### src/rtl/vga_fb_scheduler.sv
// Frame-buffer port scheduler for VGA_gen: scan-out prefetch, clear sequencer
// and drawing-engine writes sharing one single-port RAM.
module vga_fb_scheduler #(
  parameter int                   FB_W       = 160,
  parameter int                   FB_H       = 120,
  parameter int                   COLOR_W    = 8,
  parameter int                   ADDR_W     = 15,
  parameter int                   H_ACTIVE   = 640,
  parameter int                   H_PREFETCH = 788,
  parameter int                   V_LAST     = 525,
  parameter logic [COLOR_W-1:0]   CLR_COLOR  = '0
) (
  input  logic               VGA_clk,
  input  logic               rst,
  input  logic [9:0]         xPixel,
  input  logic [9:0]         yPixel,
  input  logic               displayArea,
  output logic [COLOR_W-1:0] pix_color,
  output logic [ADDR_W-1:0]  mem_addr,
  output logic               mem_we,
  output logic [COLOR_W-1:0] mem_wdata,
  input  logic [COLOR_W-1:0] mem_rdata,
  input  logic               wr_req,
  input  logic [7:0]         wr_x,
  input  logic [6:0]         wr_y,
  input  logic [COLOR_W-1:0] wr_color,
  output logic               wr_ack,
  output logic               wr_drop,
  input  logic               clr_req,
  output logic               clr_busy,
  output logic               frame_start
);

  localparam int                FB_SIZE    = FB_W * FB_H;
  localparam logic [9:0]        X_LINE_END = 10'(H_ACTIVE - 4);
  localparam logic [9:0]        X_ACTIVE   = 10'(H_ACTIVE);
  localparam logic [9:0]        Y_ACTIVE   = 10'(4 * FB_H);
  localparam logic [9:0]        X_PREFETCH = 10'(H_PREFETCH);
  localparam logic [9:0]        Y_LAST     = 10'(V_LAST);
  localparam logic [9:0]        FB_W10     = 10'(FB_W);
  localparam logic [9:0]        FB_H10     = 10'(FB_H);
  localparam logic [ADDR_W-1:0] CLR_LAST   = ADDR_W'(FB_SIZE - 1);

  typedef enum logic {IDLE, CLEAR} clr_state_t;

  clr_state_t          state, state_nx;
  logic [ADDR_W-1:0]   clr_addr;
  logic [ADDR_W-1:0]   addr_q;
  logic [ADDR_W-1:0]   fetch_addr;
  logic [ADDR_W-1:0]   wr_addr;
  logic [9:0]          next_row;
  logic                fetch_line, fetch_pre, fetch_slot, fetch_d;
  logic                clr_write;
  logic                wr_in_range;
  logic                display_next;
  logic [COLOR_W-1:0]  next_pix;

  // Linear address with one spare bit of headroom before truncation.
  function automatic logic [ADDR_W-1:0] lin_addr(input logic [9:0] row,
                                                 input logic [9:0] col);
    logic [ADDR_W:0] p;
    p = (ADDR_W+1)'(row) * (ADDR_W+1)'(FB_W) + (ADDR_W+1)'(col);
    return p[ADDR_W-1:0];
  endfunction

  always_comb begin
    next_row     = (yPixel == Y_LAST) ? '0 : ((yPixel + 10'd1) >> 2);
    fetch_line   = (xPixel[1:0] == 2'b00) && (xPixel < X_LINE_END);
    fetch_pre    = (xPixel == X_PREFETCH);
    fetch_slot   = fetch_line || fetch_pre;
    fetch_addr   = fetch_pre ? lin_addr(next_row, 10'd0)
                             : lin_addr({2'b00, yPixel[9:2]}, {2'b00, xPixel[9:2]} + 10'd1);
    wr_addr      = lin_addr({3'b000, wr_y}, {2'b00, wr_x});
    wr_in_range  = ({2'b00, wr_x} < FB_W10) && ({3'b000, wr_y} < FB_H10);
    display_next = (xPixel < X_ACTIVE) && (yPixel < Y_ACTIVE);
    clr_write    = (state == CLEAR) && !fetch_slot;
  end

  // Clear FSM: state register (clr_addr advances alongside it).
  always_ff @(posedge VGA_clk) begin
    if (rst) begin
      state    <= IDLE;
      clr_addr <= '0;
    end else begin
      state <= state_nx;
      if (state == IDLE && clr_req)
        clr_addr <= '0;
      else if (clr_write)
        clr_addr <= clr_addr + 1'b1;
    end
  end

  always_comb begin
    state_nx = state;
    unique case (state)
      IDLE:    if (clr_req) state_nx = CLEAR;
      CLEAR:   if (clr_write && clr_addr == CLR_LAST) state_nx = IDLE;
      default: state_nx = IDLE;
    endcase
  end

  // Port arbitration: fetch > clear > drawing write. Idle cycles replay addr_q.
  always_comb begin
    mem_addr  = addr_q;
    mem_we    = 1'b0;
    mem_wdata = '0;
    wr_ack    = 1'b0;
    wr_drop   = 1'b0;
    clr_busy  = (state == CLEAR);
    if (rst) begin
      mem_addr = '0;
      clr_busy = 1'b0;
    end else if (fetch_slot) begin
      mem_addr = fetch_addr;
    end else if (state == CLEAR) begin
      mem_addr  = clr_addr;
      mem_we    = 1'b1;
      mem_wdata = CLR_COLOR;
    end else if (clr_req) begin
      mem_addr = addr_q;
    end else if (wr_req) begin
      wr_ack = 1'b1;
      if (wr_in_range) begin
        mem_addr  = wr_addr;
        mem_we    = 1'b1;
        mem_wdata = wr_color;
      end else begin
        wr_drop = 1'b1;
      end
    end
  end

  // Scan-out: next_pix is one column ahead; pix_color updates every 4th pixel
  // one cycle late, lining up with the registered displayArea.
  always_ff @(posedge VGA_clk) begin
    if (rst) begin
      addr_q      <= '0;
      fetch_d     <= 1'b0;
      next_pix    <= '0;
      pix_color   <= '0;
      frame_start <= 1'b0;
    end else begin
      addr_q      <= mem_addr;
      fetch_d     <= fetch_slot;
      frame_start <= (xPixel == 10'd0) && (yPixel == 10'd0);
      if (fetch_d)
        next_pix <= mem_rdata;
      if (xPixel[1:0] == 2'b00)
        pix_color <= display_next ? next_pix : '0;
      else if (!displayArea && !display_next)
        pix_color <= '0;
    end
  end

endmodule

### config.mk
export PLATFORM = sky130hd
export DESIGN_NAME = vga_fb_scheduler
export DESIGN_NICKNAME = d
export VERILOG_FILES = /design/src/rtl/vga_fb_scheduler.sv
export SDC_FILE = /design/constraint.sdc
export NUM_CORES = 1
export LEC_CHECK = 0
export CAP_MARGIN = 5
export CORE_MARGIN = 2
export CORE_UTILIZATION = 45
export CTS_CLUSTER_DIAMETER = 50
export DETAILED_ROUTE_END_ITERATION = 10
export GPL_ROUTABILITY_DRIVEN = 1
export PLACE_DENSITY_LB_ADDON = 0.3
export SLEW_MARGIN = 15
export SYNTH_ARGS = -nofsm -noshare
export SYNTH_HDL_FRONTEND = slang
export SYNTH_SLANG_ARGS = --single-unit
### constraint.sdc
create_clock -name VGA_clk -period 6.01 [get_ports VGA_clk]
set_input_delay 0.601 -clock VGA_clk [delete_from_list [all_inputs] [get_ports VGA_clk]]
set_output_delay 0.601 -clock VGA_clk [all_outputs]
set_load 0.005 [all_outputs]
==> flow_summary_export.csv, run 1 <==
group,metric,value,unit
synth,ys_warn_count,0,
synth,ys_seq_elements,49,
worst_setup_path,cp.arrival,5.05,ns
routing,dr.pass1.iters,5,
die,fp.dieW,99.8,um
sta,max_freq,177,MHz
grt,met3_usage,0.0390,
grt,met1_usage,0.300,
worst_setup_path,r2r_cells,5,
routing,ant_nets,0,
final_layout,area_growth,26.9,%
grt,grt_util_met2,0.379,
worst_setup_path,required,5.41,ns
grt,overflow,0,
sta,timing.hold.ws,0.489,ns
grt,grt_util_all_layers,0.225,
grt,busiest_layer,"met2",
final_layout,layout.cells.non_filler,688,
routing,wl,11300,um
die,rows,34,
cts,clock_sinks,49,
place,hpwl,9010,um
cts,tritoncts,"yes",
worst_setup_path,cp-end-kind,"output port",
grt,grt_pass1_vias,3856,
worst_hold_path,hold_end,"clr_addr[1]",
sta,hold_viol,0,
worst_hold_path,min_path_cells,2,
pwr,finalPower,0.000936,W
sta,slew_headroom,0.418,
pwr,leakagePower,1.97,nW
cts,cts_buffer_depth,2,
grt,antenna_found_initial,0,
die,ioPinCount,92,
final_layout,diodes,0,
sta,worst_slew_pin_slew,0.866,ns
synth,synth_most_common_cell,"nor2_1",
die,die_area,0.00996,mm^2
final_layout,final_util,0.595,
grt,grt_pass1_wl,18400,um
sta,setup_tns,0,ns
synth,syn_inst,497,
sta,post-route-period-util,0.940,
routing,vias,4073,
worst_setup_path,crit_fanout,8,
synth,synth.top_cell.area_share,0.238,
worst_setup_path,r2r-start,"state",
place,io_buffers,91,
flow_run,drv_cap,0,
cts,cts_resized,0,
synth,synth_top_area_cell,"dfxtp_1",
worst_setup_path,worst_setup_path_start_kind,"input port",
cts,clkTransAtPathRegs,0.09,ns
synth,syn_nets,601,
routing,drc_errors,0,
sta,finalSetupViolCount,0,
grt,grt_start_max_net_pins,23,
pwr,powerDensity,179,mW/mm^2
synth,synth_area_leaders,"dfxtp_1 (24%), ha_1 (13%), nor2_1 (5.8%)",
routing,viasPerCell,5.92,
synth,ys_seq_area_frac,0.238,
routing,initialDrtViolationCount,235,
place,place.gp.congestion,0.924,
cts,hold_buffers,0,
sta,finalClockSkew,0.00504,ns
cts,postCtsSetupRepairBufs,0,
synth,synthFlopType,"dfxtp_1",
final_layout,nets,683,
die,start_util,0.469,
sta,rsz0062_at_grt,"false",
run_status,status,"finished, final reports clean",
final_layout,drive_above_1_share,0.0448,
cts,clock_latency,0.31,ns
worst_hold_path,hp-start,"clr_addr[1]",
synth,avgSynthCellArea,8.31,um^2
synth,synth_common_cells,"nor2_1 (64), dfxtp_1 (49), ha_1 (44), a21oi_1 (30), xor2_1 (25)",
synth,synth_cell_types,63,
worst_setup_path,worst-setup-path-type,"in2out",
worst_hold_path,hold_path_class,"reg2reg",
synth,synth-edff-count,0,
cts,h-tree-depth,2,
die,core_area,0.00881,mm^2
die,die_h,99.8,um
pwr,vdd_drop_max,106,uV
routing,wire_per_inst,16.5,um
final_layout,n_fill_cell,806,
sta,drv_slew,0,
cts,cts_made_buffers,5,
worst_setup_path,timing.reg2reg.setup_slack,3.44,ns
worst_setup_path,rr_endpoint,"addr_q[14]",
cts,cts-root-buf,"clkbuf_8",
synth,synth.cell_area,0.00413,mm^2
sta,fin_crit,5.65,ns
place,dpl.cell_count,680,
synth,async_flop_share,0,
==> per-stage QoR <==
| step | setup WS, ns | area [um^2] |
|---|---|---|
| detailed placement | 0.358 | 5120 |
| CTS | 0.356 | 5240 |
| finish | 0.359 | 5240 |
| floorplan | 1.68 | 4130 |
| global placement | 0.421 | 5120 |
| global route | 0.142 | 5240 |
==> power breakdown <==
| part | internal (W) | switching [W] |
|---|---|---|
| Clock | 0.000135 | 0.000115 |
| Sequential | 0.000338 | 0.00000747 |
| Combinational | 0.000161 | 0.000180 |
==> area by class of cell <==
class / instances / area (um^2) / area share
clock buffer: 6 / 82.6 / 0.0158
clock inverter: 2 / 37.5 / 0.00717
inverter: 14 / 52.6 / 0.0100
multi-input combinational: 415 / 3010 / 0.576
sequential: 49 / 981 / 0.187
tap: 108 / 135 / 0.0258
timing repair buffer: 94 / 933 / 0.178
==> layer usage <==
metal / up-vias / routed length, um / part of all wire
met5: - / 0 / 0
li1: 2016 / - / -
met3: 16 / 703 / 0.062
met2: 146 / 5300 / 0.47
met4: 0 / 163 / 0.014
met1: 1895 / 5160 / 0.46
==> critical path, cell delays in order <==
cell and delay [ns]:
clkdlybuf4s50_1 0.55, or4_4 0.57, or4_4 0.43, or2b_1 0.17
a41oi_1 0.15, ha_1 0.33, ha_1 0.23, fa_1 0.44
a211oi_1 0.26, o21bai_1 0.10, a21oi_1 0.17, xor2_1 0.10
a221oi_2 0.27, o211a_1 0.19, clkdlybuf4s50_1 0.49
==> worst max path at each step <==
stage | startpoint | to | slack [ns] | depth (start not counted)
detailed placement | yPixel[5] | mem_addr[12] | 0.36 | 14
global placement | yPixel[5] | mem_addr[12] | 0.42 | 14
finish | yPixel[5] | mem_addr[14] | 0.36 | 15
floorplan | yPixel[7] | mem_addr[14] | 1.68 | 13
CTS | yPixel[5] | mem_addr[12] | 0.36 | 14
global route | yPixel[5] | mem_addr[14] | 0.14 | 15
==> flip-flops by register name, indices dropped and copies added (netlist names) <==
| name | flops |
|---|---|
| addr_q | 15 |
| next_pix | 8 |
| state | 1 |
| clr_addr | 15 |
| pix_color | 8 |
| fetch_d | 1 |
| frame_start | 1 |
==> kinds of logic (layout without fill, tap and decap cells) <==
| logic type | after synthesis | count (layout) | synth area share |
|---|---|---|---|
| flip-flops | 49 | 49 | 0.238 |
| AND/OR/NAND/NOR | 179 | 179 | 0.226 |
| adder cells (fa/ha/maj) | 48 | 48 | 0.153 |
| buffers and inverters | 33 | 116 | 0.0321 |
| XOR/XNOR | 47 | 47 | 0.0997 |
| AO/OA/AOI/OAI | 126 | 126 | 0.216 |
| multiplexers | 15 | 15 | 0.0367 |
==> cell usage in the layout, fill, tap and decap left out, types with 4 or more instances in the layout <==
cell             netlist  final
a211oi_1               8      8
xor2_1                25     25
nand2_1               21     21
fa_1                   4      4
inv_1                 14     14
a21oi_1               30     30
clkdlybuf4s50_1        0     91
nor4_1                 4      4
and2_1                12     12
o311ai_0               4      4
o21ai_0               17     17
a22oi_1                8      8
nand2b_1               5      5
xnor2_1               22     22
nor2_1                64     64
mux2i_1               14     14
ha_1                  44     44
nand3_1               16     16
or3_1                  5      5
and4_1                 5      5
a31oi_1                9      9
dfxtp_1               49     49
a21o_1                 7      7
nor3_1                11     11
nand4_1               12     12
nor2b_1                4      4
clkbuf_8               0      6
a2111oi_0              8      8
Note: power is estimated with default switching activity, not from simulation.
==> inputs of run 2 (changes only) <==
SKIP_CTS_REPAIR_TIMING = 1   (was not set)
==> results of run 2 <==
No change in the layout: final DEF, timing and power equal those of run 1.
